**src/rtl/mem_stage_access_unit.sv**
```systemverilog
// MEM-stage data-memory sequencer: word/byte loads and stores plus pointer-indirect LDI/STI.
// Define MEM_TIMEOUT_EN to abort an access after TIMEOUT_CYCLES cycles without dmem_resp.
module mem_stage_access_unit #(
  parameter int TIMEOUT_CYCLES = 255
) (
  input  logic        clk,
  input  logic        reset,
  input  logic [2:0]  mem_op,
  input  logic [15:0] address,
  input  logic [15:0] store_data,
  input  logic        advance,
  input  logic [15:0] dmem_rdata,
  input  logic        dmem_resp,
  output logic [15:0] dmem_address,
  output logic        dmem_read,
  output logic        dmem_write,
  output logic [1:0]  dmem_byte_enable,
  output logic [15:0] dmem_wdata,
  output logic [15:0] mem_data_out,
  output logic        mem_stall,
  output logic        mem_error
);
  localparam logic [2:0] OP_NONE = 3'd0, OP_LDR = 3'd1, OP_LDB = 3'd3, OP_STB = 3'd4;
  localparam logic [2:0] OP_LDI = 3'd5, OP_STI = 3'd6, OP_RSVD = 3'd7;

  typedef enum logic [1:0] {IDLE, ACCESS, INDIRECT, DONE} state_t;

  state_t      state_q, state_d;
  logic [2:0]  op_q, op_d;
  logic [15:0] addr_q, addr_d, wdata_q, wdata_d, data_q, data_d;
  logic        rd_q, rd_d, wr_q, wr_d, err_q, err_d;
  logic [1:0]  be_q, be_d;
  logic        timeout, stall, issue, abort;
  logic [2:0]  fin_op;
  logic [15:0] fin_base;
  logic        fin_byte, fin_load;
  logic [7:0]  ld_byte;

  if (TIMEOUT_CYCLES < 1) begin : g_bad_timeout
    $error("TIMEOUT_CYCLES must be at least 1");
  end

  // The final access is set up from EX/MEM in IDLE, or from the fetched pointer in INDIRECT.
  // The address register latched from dmem_rdata doubles as the pointer register.
  always_comb begin
    fin_op   = (state_q == IDLE) ? mem_op : op_q;
    fin_base = (state_q == IDLE) ? address : dmem_rdata;
    fin_byte = (fin_op == OP_LDB) || (fin_op == OP_STB);
    fin_load = (fin_op == OP_LDR) || (fin_op == OP_LDB) || (fin_op == OP_LDI);
    ld_byte  = be_q[1] ? dmem_rdata[15:8] : dmem_rdata[7:0];
  end

`ifdef MEM_TIMEOUT_EN
  logic [15:0] cnt_q, cnt_d;

  always_comb begin
    timeout = 1'b0;
    cnt_d   = '0;
    if ((state_q == ACCESS || state_q == INDIRECT) && !dmem_resp) begin
      timeout = (cnt_q == 16'(TIMEOUT_CYCLES - 1));
      cnt_d   = timeout ? '0 : cnt_q + 16'd1;
    end
  end

  always_ff @(posedge clk or posedge reset) begin
    if (reset) cnt_q <= '0;
    else       cnt_q <= cnt_d;
  end
`else
  assign timeout = 1'b0;
`endif

  always_comb begin
    state_d = state_q;
    op_d    = op_q;
    addr_d  = addr_q;
    wdata_d = wdata_q;
    data_d  = data_q;
    rd_d    = rd_q;
    wr_d    = wr_q;
    be_d    = be_q;
    err_d   = err_q;
    stall   = 1'b0;
    issue   = 1'b0;
    abort   = 1'b0;
    case (state_q)
      IDLE: begin
        if (mem_op != OP_NONE && mem_op != OP_RSVD) begin
          stall = 1'b1;
          op_d  = mem_op;
          if (mem_op == OP_LDI || mem_op == OP_STI) begin
            state_d = INDIRECT;
            rd_d    = 1'b1;
            wr_d    = 1'b0;
            be_d    = 2'b11;
            addr_d  = {address[15:1], 1'b0};
          end else begin
            issue = 1'b1;
          end
        end
      end
      INDIRECT: begin
        stall = !timeout;
        if (dmem_resp)    issue = 1'b1;
        else if (timeout) abort = 1'b1;
      end
      ACCESS: begin
        if (dmem_resp) begin
          rd_d = 1'b0;
          wr_d = 1'b0;
          be_d = 2'b00;
          if (op_q == OP_LDB)                         data_d = {{8{ld_byte[7]}}, ld_byte};
          else if (op_q == OP_LDR || op_q == OP_LDI)  data_d = dmem_rdata;
          // A pipeline advance on the completion edge already consumed this instruction.
          state_d = advance ? IDLE : DONE;
        end else if (timeout) begin
          abort = 1'b1;
        end else begin
          stall = 1'b1;
        end
      end
      DONE: begin
        if (advance) state_d = IDLE;
      end
      default: state_d = IDLE;
    endcase

    if (issue) begin
      state_d = ACCESS;
      rd_d    = fin_load;
      wr_d    = !fin_load;
      addr_d  = fin_byte ? fin_base : {fin_base[15:1], 1'b0};
      be_d    = fin_byte ? (fin_base[0] ? 2'b10 : 2'b01) : 2'b11;
      if (!fin_load) wdata_d = (fin_op == OP_STB) ? {2{store_data[7:0]}} : store_data;
    end
    if (abort) begin
      state_d = DONE;
      rd_d    = 1'b0;
      wr_d    = 1'b0;
      be_d    = 2'b00;
      data_d  = '0;
      err_d   = 1'b1;
    end
  end

  always_ff @(posedge clk or posedge reset) begin
    if (reset) begin
      state_q <= IDLE;
      op_q    <= OP_NONE;
      addr_q  <= '0;
      wdata_q <= '0;
      data_q  <= '0;
      rd_q    <= 1'b0;
      wr_q    <= 1'b0;
      be_q    <= 2'b00;
      err_q   <= 1'b0;
    end else begin
      state_q <= state_d;
      op_q    <= op_d;
      addr_q  <= addr_d;
      wdata_q <= wdata_d;
      data_q  <= data_d;
      rd_q    <= rd_d;
      wr_q    <= wr_d;
      be_q    <= be_d;
      err_q   <= err_d;
    end
  end

  assign dmem_address     = addr_q;
  assign dmem_read        = rd_q;
  assign dmem_write       = wr_q;
  assign dmem_byte_enable = be_q;
  assign dmem_wdata       = wdata_q;
  assign mem_data_out     = data_q;
  assign mem_stall        = stall;
  assign mem_error        = err_q;
endmodule

```
**config.mk**
```make
export PLATFORM = sky130hd
export DESIGN_NAME = mem_stage_access_unit
export DESIGN_NICKNAME = d
export VERILOG_FILES = /design/src/rtl/mem_stage_access_unit.sv
export SDC_FILE = /design/constraint.sdc
export NUM_CORES = 1
export LEC_CHECK = 0
export CAP_MARGIN = 20
export CORE_ASPECT_RATIO = 0.6
export CORE_UTILIZATION = 35
export DETAILED_ROUTE_END_ITERATION = 8
export GPL_TIMING_DRIVEN = 0
export PLACE_DENSITY_LB_ADDON = 0.15
export SYNTH_ARGS = -nofsm -noshare
export SYNTH_HDL_FRONTEND = slang
export SYNTH_SLANG_ARGS = --single-unit
```
**constraint.sdc**
```tcl
create_clock -name clk -period 2.5 [get_ports clk]
set_input_delay 0.375 -clock clk [delete_from_list [all_inputs] [get_ports clk]]
set_output_delay 0.375 -clock clk [all_outputs]
set_load 0.01 [all_outputs]
```
==> results_tabular.tex, run 1 <==
\begin{tabular}{lr}
\hline
Metric & Value \\
\hline
\multicolumn{2}{l}{\textbf{Drt}} \\
\quad Per-cell via count in the routed design & 4.85 \\
\quad DR DRC count & 0 \\
\quad Number of search-and-repair iterations in the first detailed-routing pass & 4 \\
\quad Vias after detailed routing & 2300 \\
\quad Final WL & between 7000 and 8000 microns \\
\quad Post-detailed-route count of antenna-violating nets & 0 \\
\quad Wire per inst & approximately 16 microns \\
\quad Number of design-rule violations left by the first detailed-router iteration & 62 \\
\multicolumn{2}{l}{\textbf{Worst setup path}} \\
\quad Critical R2R Launch & state\_q[0]\$\_DFFE\_PP0P\_ \\
\quad Startpoint of the most critical setup path & mem\_op[0] \\
\quad Register-to-Register Path Depth & 7 \\
\quad Worst reg2reg setup slack & 0.44 ns \\
\quad Largest driver fanout on the critical path & 10 \\
\quad Worst path required time & about 2.1 ns \\
\quad Type of origin of the critical path & primary input \\
\quad Critical Path End & mem\_stall \\
\quad Critical Setup Path Class & primary input to output port \\
\quad Worst r2r dst & dmem\_address[7]\$\_DFFE\_PP0P\_ \\
\quad Sort of element at the end of the critical path & output port \\
\quad Worst EP arrival & between 2 and 2.5 ns \\
\multicolumn{2}{l}{\textbf{Clocking}} \\
\quad Total CTS buffers & 9 \\
\quad Clock transition at the registers of the reported paths & approximately 0.050 ns \\
\quad Number of cells upsized or downsized after cts & 0 \\
\quad Post-CTS setup buffers & 0 \\
\quad Clock tree from TritonCTS & built \\
\quad Clock buffer depth & 2 \\
\quad H-tree Lvls & 3 \\
\quad Hold Buf Count CTS & 0 \\
\quad Root buffer cell & sky130\_fd\_sc\_hd\_\_clkbuf\_16 \\
\quad Clock sinks & 57 \\
\quad Latest clock arrival within the worst-skew pair & 0.33 ns \\
\multicolumn{2}{l}{\textbf{Power}} \\
\quad Power dissipated by switching net loads & between 1500 and 2000 uW \\
\quad Tot Pwr & about 5400 uW \\
\quad Worst IR drop on VDD & $\sim$0.6 mV \\
\quad Share of total power in the clock network & 0.222 \\
\quad Power Internal & about 3600 uW \\
\quad Sequential Power Share & 0.306 \\
\quad Leak pwr & 0.00188 uW \\
\quad Combinational fraction of design power & 0.473 \\
\quad Power density over cell area & approximately 1200 nW/um\^{}2 \\
\quad Net switching share of the total power & 0.325 \\
\multicolumn{2}{l}{\textbf{STA}} \\
\quad Hold slack final & $\sim$0.46 ns \\
\quad Number of pins exceeding their max-slew limit in the final report & 0 \\
\quad Endpoints failing setup & 0 \\
\quad Number of endpoints with negative hold slack in the final report & 0 \\
\quad Clock Skew & roughly 0.0084 ns \\
\quad Max-Slew Margin vs Limit & 0.558 \\
\quad Maximum frequency from static timing analysis & 0.418 GHz \\
\quad Setup repair after global routing missed its margin & no \\
\quad Final Critical Period & 2.39 ns \\
\quad Setup tns final & 0 ns \\
\quad Share of the cycle needed by the critical path after routing & 0.958 \\
\quad Worst-margin pin slew & 0.662 ns \\
\multicolumn{2}{l}{\textbf{Synth}} \\
\quad Syn Std Cell Area & between 2000 and 3000 sq um \\
\quad Share of the synthesized area in the top cell type & 0.509 \\
\quad Syn nets & approximately 300 \\
\quad Share of the synthesized area in compound gates (AO/OA/AOI/OAI) & 0.131 \\
\quad Seq/Total Area, Yosys & 0.509 \\
\quad \#FFs+latches synth & 57 \\
\quad Number of instances in the synthesized netlist & 246 \\
\quad Average cell area after synthesis & around 11 sq um \\
\quad Cells taking the most area after synthesis & sky130\_fd\_sc\_hd\_\_dfrtp\_1 51\%, sky130\_fd\_sc\_hd\_\_mux2\_2 13\%, sky130\_fd\_sc\_hd\_\_mux2i\_1 5.4\%, sky130\_fd\_sc\_hd\_\_a21oi\_1 4.3\%, sky130\_fd\_sc\_hd\_\_nor2\_1 3.5\% \\
\quad Number of warnings issued by yosys & 0 \\
\quad XOR/XNOR Fraction of Synth Area & 0.00626 \\
\quad Fraction of the mapped netlist area in adder cells & 0 \\
\quad Post-synthesis simple-gate area fraction & 0.0956 \\
\quad Largest family of logic cells by synthesized area & multiplexers \\
\quad Cell type contributing the most total cell area after synthesis & sky130\_fd\_sc\_hd\_\_dfrtp\_1 \\
\quad Share of cell area taken by muxes after synthesis & 0.218 \\
\quad Distinct cell type count of the synthesized netlist & 40 \\
\multicolumn{2}{l}{\textbf{Global routing}} \\
\quad Vias in the first global route & 2389 \\
\quad Wire length of the first global-routing pass & between 10000 and 15000 microns \\
\quad Maximum number of pins on one net before global-route repair & 31 \\
\quad Total GRT Usage & 0.200 \\
\quad Initial antenna violation count & 0 \\
\quad Aggregate global routing overflow & 0 \\
\multicolumn{2}{l}{\textbf{Layout}} \\
\quad Commonest non-fill, non-tap cells in the layout & 107 x sky130\_fd\_sc\_hd\_\_clkdlybuf4s50\_1, 57 x sky130\_fd\_sc\_hd\_\_dfrtp\_1, 32 x sky130\_fd\_sc\_hd\_\_mux2\_2 \\
\quad Final antenna diode count & 0 \\
\quad Total area of sequential cells & $\sim$1400 sq um \\
\quad Net count of the finished layout & 420 \\
\quad Fill cell total of the finished layout & about 670 \\
\quad Proportion of layout cells with a drive suffix above 1 & 0.173 \\
\quad Cell Count, Final, Fillers Out & $\sim$470 \\
\quad Area used by multi-input combinational logic & between 1000 and 1500 sq um \\
\quad Most common cell after layout, fill and taps aside & sky130\_fd\_sc\_hd\_\_clkdlybuf4s50\_1 \\
\quad Layout-stage area growth over the synthesis result & 54.0\% \\
\multicolumn{2}{l}{\textbf{Placed design}} \\
\quad Weighted congestion at the end of routability-driven global placement & approximately 0.75 \\
\quad HPWL after DPL & between 5000 and 6000 microns \\
\quad Count of input and output buffers & 107 \\
\quad Placed insts & $\sim$460 \\
\multicolumn{2}{l}{\textbf{Floorplanning}} \\
\quad Die Wd & 117 microns \\
\quad Site row count & 24 \\
\quad Overall die area & between 8000 and 9000 sq um \\
\quad Number of top-level design ports & around 110 \\
\quad Die height & $\sim$70 microns \\
\quad Starting utilization of the core area & 0.373 \\
\quad Std-Cell Core Area & around 7500 sq um \\
\multicolumn{2}{l}{\textbf{Status}} \\
\quad Outcome & finished, final reports clean \\
\multicolumn{2}{l}{\textbf{Job}} \\
\quad Max capacitance violation total & 0 \\
\multicolumn{2}{l}{\textbf{Min path}} \\
\quad Class of the worst hold path & primary input to asynchronous set/reset pin \\
\hline
\end{tabular}
per-stage QoR:
stage	util	worst slack, ns	area (sq um)
after floorplan	-	0.647	2800
after global placement	0.533	-0.416	4000
after detailed placement	0.536	-0.0222	4020
after CTS	0.575	0.105	4310
after global routing	0.575	0.0293	4310
final	0.575	0.105	4310
cell usage after synthesis:
| cell | instances |
|---|---|
| sky130_fd_sc_hd__o32ai_4 | 1 |
| sky130_fd_sc_hd__or3_1 | 1 |
| sky130_fd_sc_hd__o2bb2ai_1 | 2 |
| sky130_fd_sc_hd__buf_6 | 3 |
| sky130_fd_sc_hd__nand3_1 | 2 |
| sky130_fd_sc_hd__conb_1 | 1 |
| sky130_fd_sc_hd__and3b_1 | 1 |
| sky130_fd_sc_hd__a32o_1 | 2 |
| sky130_fd_sc_hd__xor2_1 | 1 |
| sky130_fd_sc_hd__mux2_1 | 7 |
| sky130_fd_sc_hd__inv_1 | 3 |
| sky130_fd_sc_hd__nor3b_1 | 2 |
| sky130_fd_sc_hd__nand2b_1 | 1 |
| sky130_fd_sc_hd__a21oi_4 | 1 |
| sky130_fd_sc_hd__clkbuf_1 | 2 |
| sky130_fd_sc_hd__a21oi_1 | 24 |
| sky130_fd_sc_hd__nor2_1 | 26 |
| sky130_fd_sc_hd__o21ba_2 | 1 |
| sky130_fd_sc_hd__a211oi_4 | 1 |
| sky130_fd_sc_hd__mux2_2 | 32 |
| sky130_fd_sc_hd__a21o_1 | 2 |
| sky130_fd_sc_hd__o21bai_1 | 1 |
| sky130_fd_sc_hd__buf_2 | 6 |
| sky130_fd_sc_hd__buf_4 | 3 |
| sky130_fd_sc_hd__a31oi_1 | 1 |
| sky130_fd_sc_hd__nand3b_1 | 3 |
| sky130_fd_sc_hd__o221ai_1 | 1 |
| sky130_fd_sc_hd__dfrtp_1 | 57 |
| sky130_fd_sc_hd__a21boi_0 | 1 |
| sky130_fd_sc_hd__or2_1 | 1 |
| sky130_fd_sc_hd__and3_1 | 1 |
| sky130_fd_sc_hd__a21oi_2 | 1 |
| sky130_fd_sc_hd__nand2_1 | 22 |
| sky130_fd_sc_hd__o21ai_0 | 11 |
| sky130_fd_sc_hd__o211a_1 | 1 |
| sky130_fd_sc_hd__mux2i_4 | 1 |
| sky130_fd_sc_hd__a211o_1 | 2 |
| sky130_fd_sc_hd__mux2i_1 | 15 |
| sky130_fd_sc_hd__nor2b_1 | 1 |
| sky130_fd_sc_hd__xnor2_1 | 1 |
worst max-delay path: stages:
cell                              delay (ns)
sky130_fd_sc_hd__clkdlybuf4s50_1        0.48
sky130_fd_sc_hd__buf_2                  0.24
sky130_fd_sc_hd__nand3_1                0.16
sky130_fd_sc_hd__a21oi_4                0.22
sky130_fd_sc_hd__nor2_1                 0.07
sky130_fd_sc_hd__clkdlybuf4s50_1        0.47
registers in the layout, indices dropped and copies added, names as in the netlist:
signal and count:
op_q 3, dmem_read 1, mem_data_out 16, dmem_address 16, dmem_wdata 16, dmem_write 1, state_q 2, dmem_byte_enable 2
metal layers:
| layer | track usage | up-vias | wire [microns] |
|---|---|---|---|
| met5 | 0 | - | 0 |
| met4 | 0.0712 | 0 | 101 |
| met3 | 0.0677 | 10 | 393 |
| met2 | 0.287 | 60 | 3260 |
| met1 | 0.282 | 1119 | 3920 |
| li1 | - | 1111 | - |
kinds of logic (layout without fill, tap and decap cells):
family	count (synthesis)	count (layout)
buffers and inverters	17	141
xor gates and xnor gates	2	2
DFF	57	57
muxes	55	55
and+or+nand+nor	61	61
AOI/OAI and AO/OA	53	53
other	1	1
worst min path at each step:
| stage | start | endpoint |
|---|---|---|
| after floorplan | dmem_rdata[10] | mem_data_out[10]$_DFFE_PP0P_ |
| after global placement | dmem_write$_DFFE_PP0P_ | dmem_write$_DFFE_PP0P_ |
| after detailed placement | dmem_address[0]$_DFFE_PP0P_ | dmem_address[0]$_DFFE_PP0P_ |
| after CTS | reset | dmem_address[6]$_DFFE_PP0P_ |
| after global routing | dmem_wdata[0]$_DFFE_PP0P_ | dmem_wdata[0]$_DFFE_PP0P_ |
| final | reset | dmem_address[6]$_DFFE_PP0P_ |
final cells by class:
cell class                 count  share of cell area
tap                          104              0.0302
buffer                        14              0.0218
timing repair buffer         108               0.253
inverter                       3             0.00261
multi-input combinational    172               0.294
clock buffer                  14              0.0589
sequential                    57               0.331
clock inverter                 2             0.00870
power groups by stage:
stage | Clock [uW] | Sequential (uW) | Combinational [uW]
floorplan | 0 | 1840 | 1120
global placement | 0 | 1650 | 2530
detailed placement | 0 | 1660 | 2560
CTS | 1220 | 1660 | 2580
global route | 1270 | 1720 | 2740
finish | 1190 | 1650 | 2550
Note: power is estimated with default switching activity, not from simulation.
==> inputs of run 2 (changes only) <==
--- a/config.mk
+++ b/config.mk
@@ -10,7 +10,7 @@
 export CORE_UTILIZATION = 35
 export DETAILED_ROUTE_END_ITERATION = 8
 export GPL_TIMING_DRIVEN = 0
-export PLACE_DENSITY_LB_ADDON = 0.15
+export PLACE_DENSITY_LB_ADDON = 0.25
 export SYNTH_ARGS = -nofsm -noshare
 export SYNTH_HDL_FRONTEND = slang
 export SYNTH_SLANG_ARGS = --single-unit
==> results_tabular.tex, run 2 (same netlist as run 1, synthesis figures left out) <==
\begin{tabular}{lr}
\hline
Metric & Value \\
\hline
\multicolumn{2}{l}{\textbf{Status}} \\
\quad Outcome & finished, final reports clean \\
\multicolumn{2}{l}{\textbf{Worst setup path}} \\
\quad Worst path required time & 2.12 ns (about the same) \\
\quad Worst EP arrival & 2.02 ns (about the same) \\
\quad Type of origin of the critical path & primary input \\
\quad Critical Setup Path Class & primary input to output port \\
\quad Sort of element at the end of the critical path & output port \\
\quad Worst reg2reg setup slack & 0.45 ns (about the same) \\
\quad Largest driver fanout on the critical path & 4 (-6) \\
\multicolumn{2}{l}{\textbf{STA}} \\
\quad PnR worst setup slack & 0.108 ns (+0.00257 ns) \\
\quad Setup repair after global routing missed its margin & no \\
\quad Number of pins exceeding their max-slew limit in the final report & 0 (unchanged) \\
\quad Worst-margin pin slew & 0.569 ns (-0.0931 ns) \\
\quad Number of endpoints with negative hold slack in the final report & 0 (unchanged) \\
\quad Endpoints failing setup & 0 (unchanged) \\
\quad Max-Slew Margin vs Limit & 0.617 (+0.0593) \\
\quad Final Critical Period & 2.39 ns (-0.00257 ns) \\
\quad Maximum frequency from static timing analysis & 0.418 GHz (+0.11\%) \\
\quad Clock Skew & 0.00406 ns (-0.00436 ns) \\
\quad Setup tns final & 0 ns (unchanged) \\
\quad Share of the cycle needed by the critical path after routing & 0.957 (-0.00103) \\
\multicolumn{2}{l}{\textbf{Layout}} \\
\quad Final antenna diode count & 0 (unchanged) \\
\quad Non-Filler Cell Area, Final & 4340 sq um (+0.64\%) \\
\quad Proportion of layout cells with a drive suffix above 1 & 0.184 (+0.0108) \\
\quad Cell Count, Final, Fillers Out & 474 (unchanged) \\
\quad Commonest non-fill, non-tap cells in the layout & 107 x sky130\_fd\_sc\_hd\_\_clkdlybuf4s50\_1, 57 x sky130\_fd\_sc\_hd\_\_dfrtp\_1, 32 x sky130\_fd\_sc\_hd\_\_mux2\_2 \\
\quad Net count of the finished layout & 420 (unchanged) \\
\quad Layout-stage area growth over the synthesis result & 55.0\% \\
\quad Most common cell after layout, fill and taps aside & sky130\_fd\_sc\_hd\_\_clkdlybuf4s50\_1 \\
\multicolumn{2}{l}{\textbf{Drt}} \\
\quad Wire per inst & 16.7 microns (+3.4\%) \\
\quad Vias after detailed routing & 2338 (+1.7\%) \\
\quad Detailed-routed wire length on met3 & 523 microns (+33\%) \\
\quad Post-detailed-route count of antenna-violating nets & 0 (unchanged) \\
\quad Number of search-and-repair iterations in the first detailed-routing pass & 4 (unchanged) \\
\quad Detailed-routing wirelength on met1 & 3960 microns (+1.2\%) \\
\quad Top layer reached by signal wires & met4 \\
\quad Per-cell via count in the routed design & 4.93 (+1.7\%) \\
\quad Number of design-rule violations left by the first detailed-router iteration & 108 (+74\%) \\
\quad Final WL & 7930 microns (+3.4\%) \\
\quad Routed length on met2 & 3410 microns (+4.6\%) \\
\quad DR DRC count & 0 (unchanged) \\
\multicolumn{2}{l}{\textbf{Floorplanning}} \\
\quad Site row count & 24 (unchanged) \\
\quad Std-Cell Core Area & 7510 sq um (unchanged) \\
\quad Starting utilization of the core area & 0.373 (unchanged) \\
\quad Overall die area & 8370 sq um (unchanged) \\
\quad Die height & 71.3 microns (unchanged) \\
\quad Die Wd & 117 microns (unchanged) \\
\quad Number of top-level design ports & 109 (unchanged) \\
\multicolumn{2}{l}{\textbf{Clocking}} \\
\quad Post-CTS setup buffers & 0 (unchanged) \\
\quad Latest clock arrival within the worst-skew pair & 0.32 ns (about the same) \\
\quad Clock sinks & 57 (unchanged) \\
\quad Clock tree from TritonCTS & built \\
\quad H-tree Lvls & 3 (unchanged) \\
\quad Total CTS buffers & 9 (unchanged) \\
\quad Hold Buf Count CTS & 0 (unchanged) \\
\quad Clock transition at the registers of the reported paths & 0.05 ns (about the same) \\
\quad Number of cells upsized or downsized after cts & 0 (unchanged) \\
\quad Clock buffer depth & 2 (unchanged) \\
\quad Root buffer cell & sky130\_fd\_sc\_hd\_\_clkbuf\_16 \\
\multicolumn{2}{l}{\textbf{Power}} \\
\quad Leak pwr & 0.00190 uW (+0.76\%) \\
\quad Worst IR drop on VDD & 0.891 mV (+48\%) \\
\quad Power density over cell area & 1260 nW/um\^{}2 (+1.2\%) \\
\multicolumn{2}{l}{\textbf{Global routing}} \\
\quad Initial antenna violation count & 0 (unchanged) \\
\quad Maximum number of pins on one net before global-route repair & 37 (+19\%) \\
\quad Vias in the first global route & 2331 (-2.4\%) \\
\quad Total GRT Usage & 0.198 (-0.00175) \\
\quad Wire length of the first global-routing pass & 12600 microns (-0.22\%) \\
\quad Aggregate global routing overflow & 0 (unchanged) \\
\multicolumn{2}{l}{\textbf{Placed design}} \\
\quad Placed instance area & 4020 sq um (unchanged) \\
\quad HPWL after DPL & 5970 microns (+3.5\%) \\
\quad Setup WS pre-CTS & -0.00144 ns (+0.0207 ns) \\
\quad Count of input and output buffers & 107 (unchanged) \\
\quad Weighted congestion at the end of routability-driven global placement & 0.792 (+5.2\%) \\
\quad Placed insts & 458 (unchanged) \\
\multicolumn{2}{l}{\textbf{Job}} \\
\quad Max capacitance violation total & 0 (unchanged) \\
\multicolumn{2}{l}{\textbf{Min path}} \\
\quad Class of the worst hold path & primary input to asynchronous set/reset pin \\
\hline
\end{tabular}
-- run 2: worst max-delay path, stage by stage --
cell                              delay, ns
sky130_fd_sc_hd__clkdlybuf4s50_1       0.41
sky130_fd_sc_hd__or3_1                 0.44
sky130_fd_sc_hd__a21oi_4               0.25
sky130_fd_sc_hd__nor2_1                0.07
sky130_fd_sc_hd__clkdlybuf4s50_1       0.47
-- run 2: metrics by stage --
step           total power (uW)  hold slack (ns)   util
6_report                   5490            0.415  0.578
5_1_grt                    5800            0.458  0.578
4_1_cts                    5540            0.425  0.578
3_5_place_dp               4230            0.469  0.536
3_3_place_gp               4170            0.462  0.533
2_1_floorplan              2960            0.508      -
-- run 2: final timing paths --
path | startpoint | to | cells after the start
min | reset | dmem_address[3]$_DFFE_PP0P_ | 2
max | mem_op[1] | mem_stall | 5
max in group asynchronous | reset | mem_data_out[7]$_DFFE_PP0P_ | 3
max reg2reg | state_q[1]$_DFFE_PP0P_ | dmem_wdata[1]$_DFFE_PP0P_ | 6
min in group clk | dmem_address[0]$_DFFE_PP0P_ | dmem_address[0]$_DFFE_PP0P_ | 1
min reg2reg | dmem_address[0]$_DFFE_PP0P_ | dmem_address[0]$_DFFE_PP0P_ | 1
-- run 2: power breakdown --
group | switching (uW) | leakage (uW) | total, uW | internal [uW]
clock network | 417 | 0.000151 | 1270 | 850
logic | 1110 | 0.00107 | 2560 | 1440
registers | 269 | 0.000673 | 1660 | 1390
total | 1800 | 0.00190 | 5490 | 3690
-- run 2: layer usage --
layer  global-route usage  vias up
met1                0.292     1151
met2                0.285       80
met3               0.0573        2
li1                     -     1105
met5                    0        -
met4               0.0527        0
-- run 2: layout make-up --
type / count / area, sq um
Multi-Input combinational cell: 172 / 1270
Inverter: 3 / 11.3
Fill cell: 644 / 3170
Sequential cell: 57 / 1430
Clock inverter: 4 / 50.0
Buffer: 14 / 96.3
Clock buffer: 12 / 267
Timing Repair Buffer: 108 / 1090
Tap cell: 104 / 130
==> inputs of run 3 (changes only) <==
--- a/config.mk
+++ b/config.mk
@@ -7,7 +7,8 @@
 export LEC_CHECK = 0
 export CAP_MARGIN = 20
 export CORE_ASPECT_RATIO = 0.6
-export CORE_UTILIZATION = 35
+export CORE_UTILIZATION = 44
+export CTS_CLUSTER_SIZE = 16
 export DETAILED_ROUTE_END_ITERATION = 8
 export GPL_TIMING_DRIVEN = 0
 export PLACE_DENSITY_LB_ADDON = 0.25
==> results_tabular.tex, run 3 (same netlist as run 1, synthesis figures left out) <==
\begin{tabular}{lr}
\hline
Metric & Value \\
\hline
\multicolumn{2}{l}{\textbf{Status}} \\
\quad Outcome & finished, final reports clean \\
\multicolumn{2}{l}{\textbf{Layout}} \\
\quad Commonest non-fill, non-tap cells in the layout & 107 x sky130\_fd\_sc\_hd\_\_clkdlybuf4s50\_1, 57 x sky130\_fd\_sc\_hd\_\_dfrtp\_1, 32 x sky130\_fd\_sc\_hd\_\_mux2\_2 \\
\quad Most common cell after layout, fill and taps aside & sky130\_fd\_sc\_hd\_\_clkdlybuf4s50\_1 \\
\quad Proportion of layout cells with a drive suffix above 1 & 0.181 (-0.00270) \\
\quad Net count of the finished layout & 420 (unchanged) \\
\quad Layout-stage area growth over the synthesis result & 51.4\% \\
\quad Final antenna diode count & 0 (unchanged) \\
\multicolumn{2}{l}{\textbf{Worst setup path}} \\
\quad Largest driver fanout on the critical path & 4 (unchanged) \\
\quad Critical R2R Launch & state\_q[0]\$\_DFFE\_PP0P\_ \\
\quad Worst reg2reg setup slack & 0.42 ns (-0.03 ns) \\
\quad Worst path required time & 2.12 ns (about the same) \\
\quad Critical Path End & mem\_stall \\
\quad Startpoint of the most critical setup path & mem\_op[1] \\
\quad Sort of element at the end of the critical path & output port \\
\quad Worst EP arrival & 2.02 ns (about the same) \\
\quad Critical Setup Path Class & primary input to output port \\
\quad Type of origin of the critical path & primary input \\
\quad Worst r2r dst & dmem\_address[15]\$\_DFFE\_PP0P\_ \\
\quad Register-to-Register Path Depth & 7 (+1) \\
\multicolumn{2}{l}{\textbf{Floorplanning}} \\
\quad Number of top-level design ports & 109 (unchanged) \\
\quad Overall die area & 6700 sq um (-20\%) \\
\quad Site row count & 22 (-8.3\%) \\
\quad Std-Cell Core Area & 6140 sq um (-18\%) \\
\quad Starting utilization of the core area & 0.456 (+0.0832) \\
\quad Die height & 63.8 microns (-11\%) \\
\quad Die Wd & 105 microns (-11\%) \\
\multicolumn{2}{l}{\textbf{STA}} \\
\quad Number of pins exceeding their max-slew limit in the final report & 0 (unchanged) \\
\quad Number of endpoints with negative hold slack in the final report & 0 (unchanged) \\
\quad Clock Skew & 0.00719 ns (+0.00313 ns) \\
\quad PnR worst setup slack & 0.104 ns (-0.00367 ns) \\
\quad Setup repair after global routing missed its margin & no \\
\quad Maximum frequency from static timing analysis & 0.417 GHz (-0.15\%) \\
\quad Worst-margin pin slew & 0.565 ns (-0.00370 ns) \\
\quad Share of the cycle needed by the critical path after routing & 0.958 (+0.00147) \\
\quad Setup tns final & 0 ns (unchanged) \\
\quad Final Critical Period & 2.40 ns (+0.00367 ns) \\
\quad Max-Slew Margin vs Limit & 0.620 (+0.00249) \\
\quad Endpoints failing setup & 0 (unchanged) \\
\multicolumn{2}{l}{\textbf{Clocking}} \\
\quad Number of cells upsized or downsized after cts & 0 (unchanged) \\
\quad Latest clock arrival within the worst-skew pair & 0.33 ns (about the same) \\
\quad Hold Buf Count CTS & 0 (unchanged) \\
\quad Clock transition at the registers of the reported paths & 0.07 ns (+0.02 ns) \\
\quad Total CTS buffers & 9 (unchanged) \\
\quad Clock sinks & 57 (unchanged) \\
\quad Root buffer cell & sky130\_fd\_sc\_hd\_\_clkbuf\_8 \\
\quad Post-CTS setup buffers & 0 (unchanged) \\
\quad H-tree Lvls & 3 (unchanged) \\
\quad Clock buffer depth & 2 (unchanged) \\
\quad Clock tree from TritonCTS & built \\
\multicolumn{2}{l}{\textbf{Job}} \\
\quad Max capacitance violation total & 0 (unchanged) \\
\multicolumn{2}{l}{\textbf{Placed design}} \\
\quad HPWL after DPL & 5790 microns (-3.0\%) \\
\quad Setup WS pre-CTS & -0.0158 ns (-0.0144 ns) \\
\quad Weighted congestion at the end of routability-driven global placement & 0.820 (+3.5\%) \\
\quad Count of input and output buffers & 107 (unchanged) \\
\multicolumn{2}{l}{\textbf{Drt}} \\
\quad Vias after detailed routing & 2306 (-1.4\%) \\
\quad DR DRC count & 0 (unchanged) \\
\quad Wire per inst & 16.9 microns (+1.0\%) \\
\quad Number of search-and-repair iterations in the first detailed-routing pass & 4 (unchanged) \\
\quad Final WL & 7680 microns (-3.2\%) \\
\quad Per-cell via count in the routed design & 5.08 (+3.0\%) \\
\quad Post-detailed-route count of antenna-violating nets & 0 (unchanged) \\
\quad Number of design-rule violations left by the first detailed-router iteration & 96 (-11\%) \\
\multicolumn{2}{l}{\textbf{Global routing}} \\
\quad Maximum number of pins on one net before global-route repair & 42 (+14\%) \\
\quad Vias in the first global route & 2415 (+3.6\%) \\
\quad Initial antenna violation count & 0 (unchanged) \\
\quad Aggregate global routing overflow & 0 (unchanged) \\
\quad Wire length of the first global-routing pass & 12700 microns (+0.60\%) \\
\quad Total GRT Usage & 0.252 (+0.0532) \\
\multicolumn{2}{l}{\textbf{Power}} \\
\quad Power density over cell area & 1250 nW/um\^{}2 (-1.4\%) \\
\quad Tot Pwr & 5280 uW (-3.7\%) \\
\quad Leak pwr & 0.00186 uW (-1.7\%) \\
\quad Worst IR drop on VDD & 0.862 mV (-3.2\%) \\
\multicolumn{2}{l}{\textbf{Min path}} \\
\quad Class of the worst hold path & primary input to asynchronous set/reset pin \\
\hline
\end{tabular}
run 3: cell types whose count changed in the layout (fill, tap and decap cells not counted), sizes merged:
cell	delta
buf	+1
bufinv	+2
clkbuf	-2
clkinvlp	-1
run 3: area by class of cell:
type                    count  area [sq um]
fillers                   475          1900
flip-flops and latches     57          1430
multi-input cells         172          1270
repair buffers            108          1090
clock buffers              11           141
well taps                  84           105
clock inverters             5           103
plain buffers              14          93.8
inverters                   3          11.3
run 3: worst max-delay path: stages:
cell and delay [ns]:
sky130_fd_sc_hd__clkdlybuf4s50_1 0.41, sky130_fd_sc_hd__or3_1 0.44, sky130_fd_sc_hd__a21oi_4 0.25, sky130_fd_sc_hd__nor2_1 0.07, sky130_fd_sc_hd__clkdlybuf4s50_1 0.47
run 3: metrics by stage:
stage	hold slack, ns	instance area (sq um)	util	std cells
4_1_cts	0.343	4240	0.691	454
3_3_place_gp	0.461	3980	0.648	437
6_report	0.338	4240	0.691	454
3_5_place_dp	0.466	4000	0.651	438
2_1_floorplan	0.508	2800	-	246
5_1_grt	0.383	4240	0.691	454
run 3: power breakdown:
part	total [uW]	internal, uW	leakage, uW	switching (uW)
clock	1070	688	0.000120	378
sequential	1660	1390	0.000673	265
combinational	2560	1440	0.00107	1120
run 3: layer usage:
layer	vias up	global-route usage	wire [microns]
met4	0	0.0475	55
li1	1107	-	-
met3	5	0.0776	471
met1	1122	0.365	3850
met2	72	0.374	3310
met5	-	0	0
run 3: worst min-delay path by stage:
stage / start / depth (start not counted) / end / slack, ns
after floorplan: dmem_rdata[10] / 2 / mem_data_out[10]$_DFFE_PP0P_ / 0.51
after global placement: dmem_write$_DFFE_PP0P_ / 1 / dmem_write$_DFFE_PP0P_ / 0.46
after detailed placement: dmem_write$_DFFE_PP0P_ / 1 / dmem_write$_DFFE_PP0P_ / 0.47
after CTS: reset / 2 / dmem_wdata[6]$_DFFE_PP0P_ / 0.34
after global routing: reset / 2 / dmem_wdata[6]$_DFFE_PP0P_ / 0.38
final: reset / 2 / dmem_wdata[5]$_DFFE_PP0P_ / 0.34
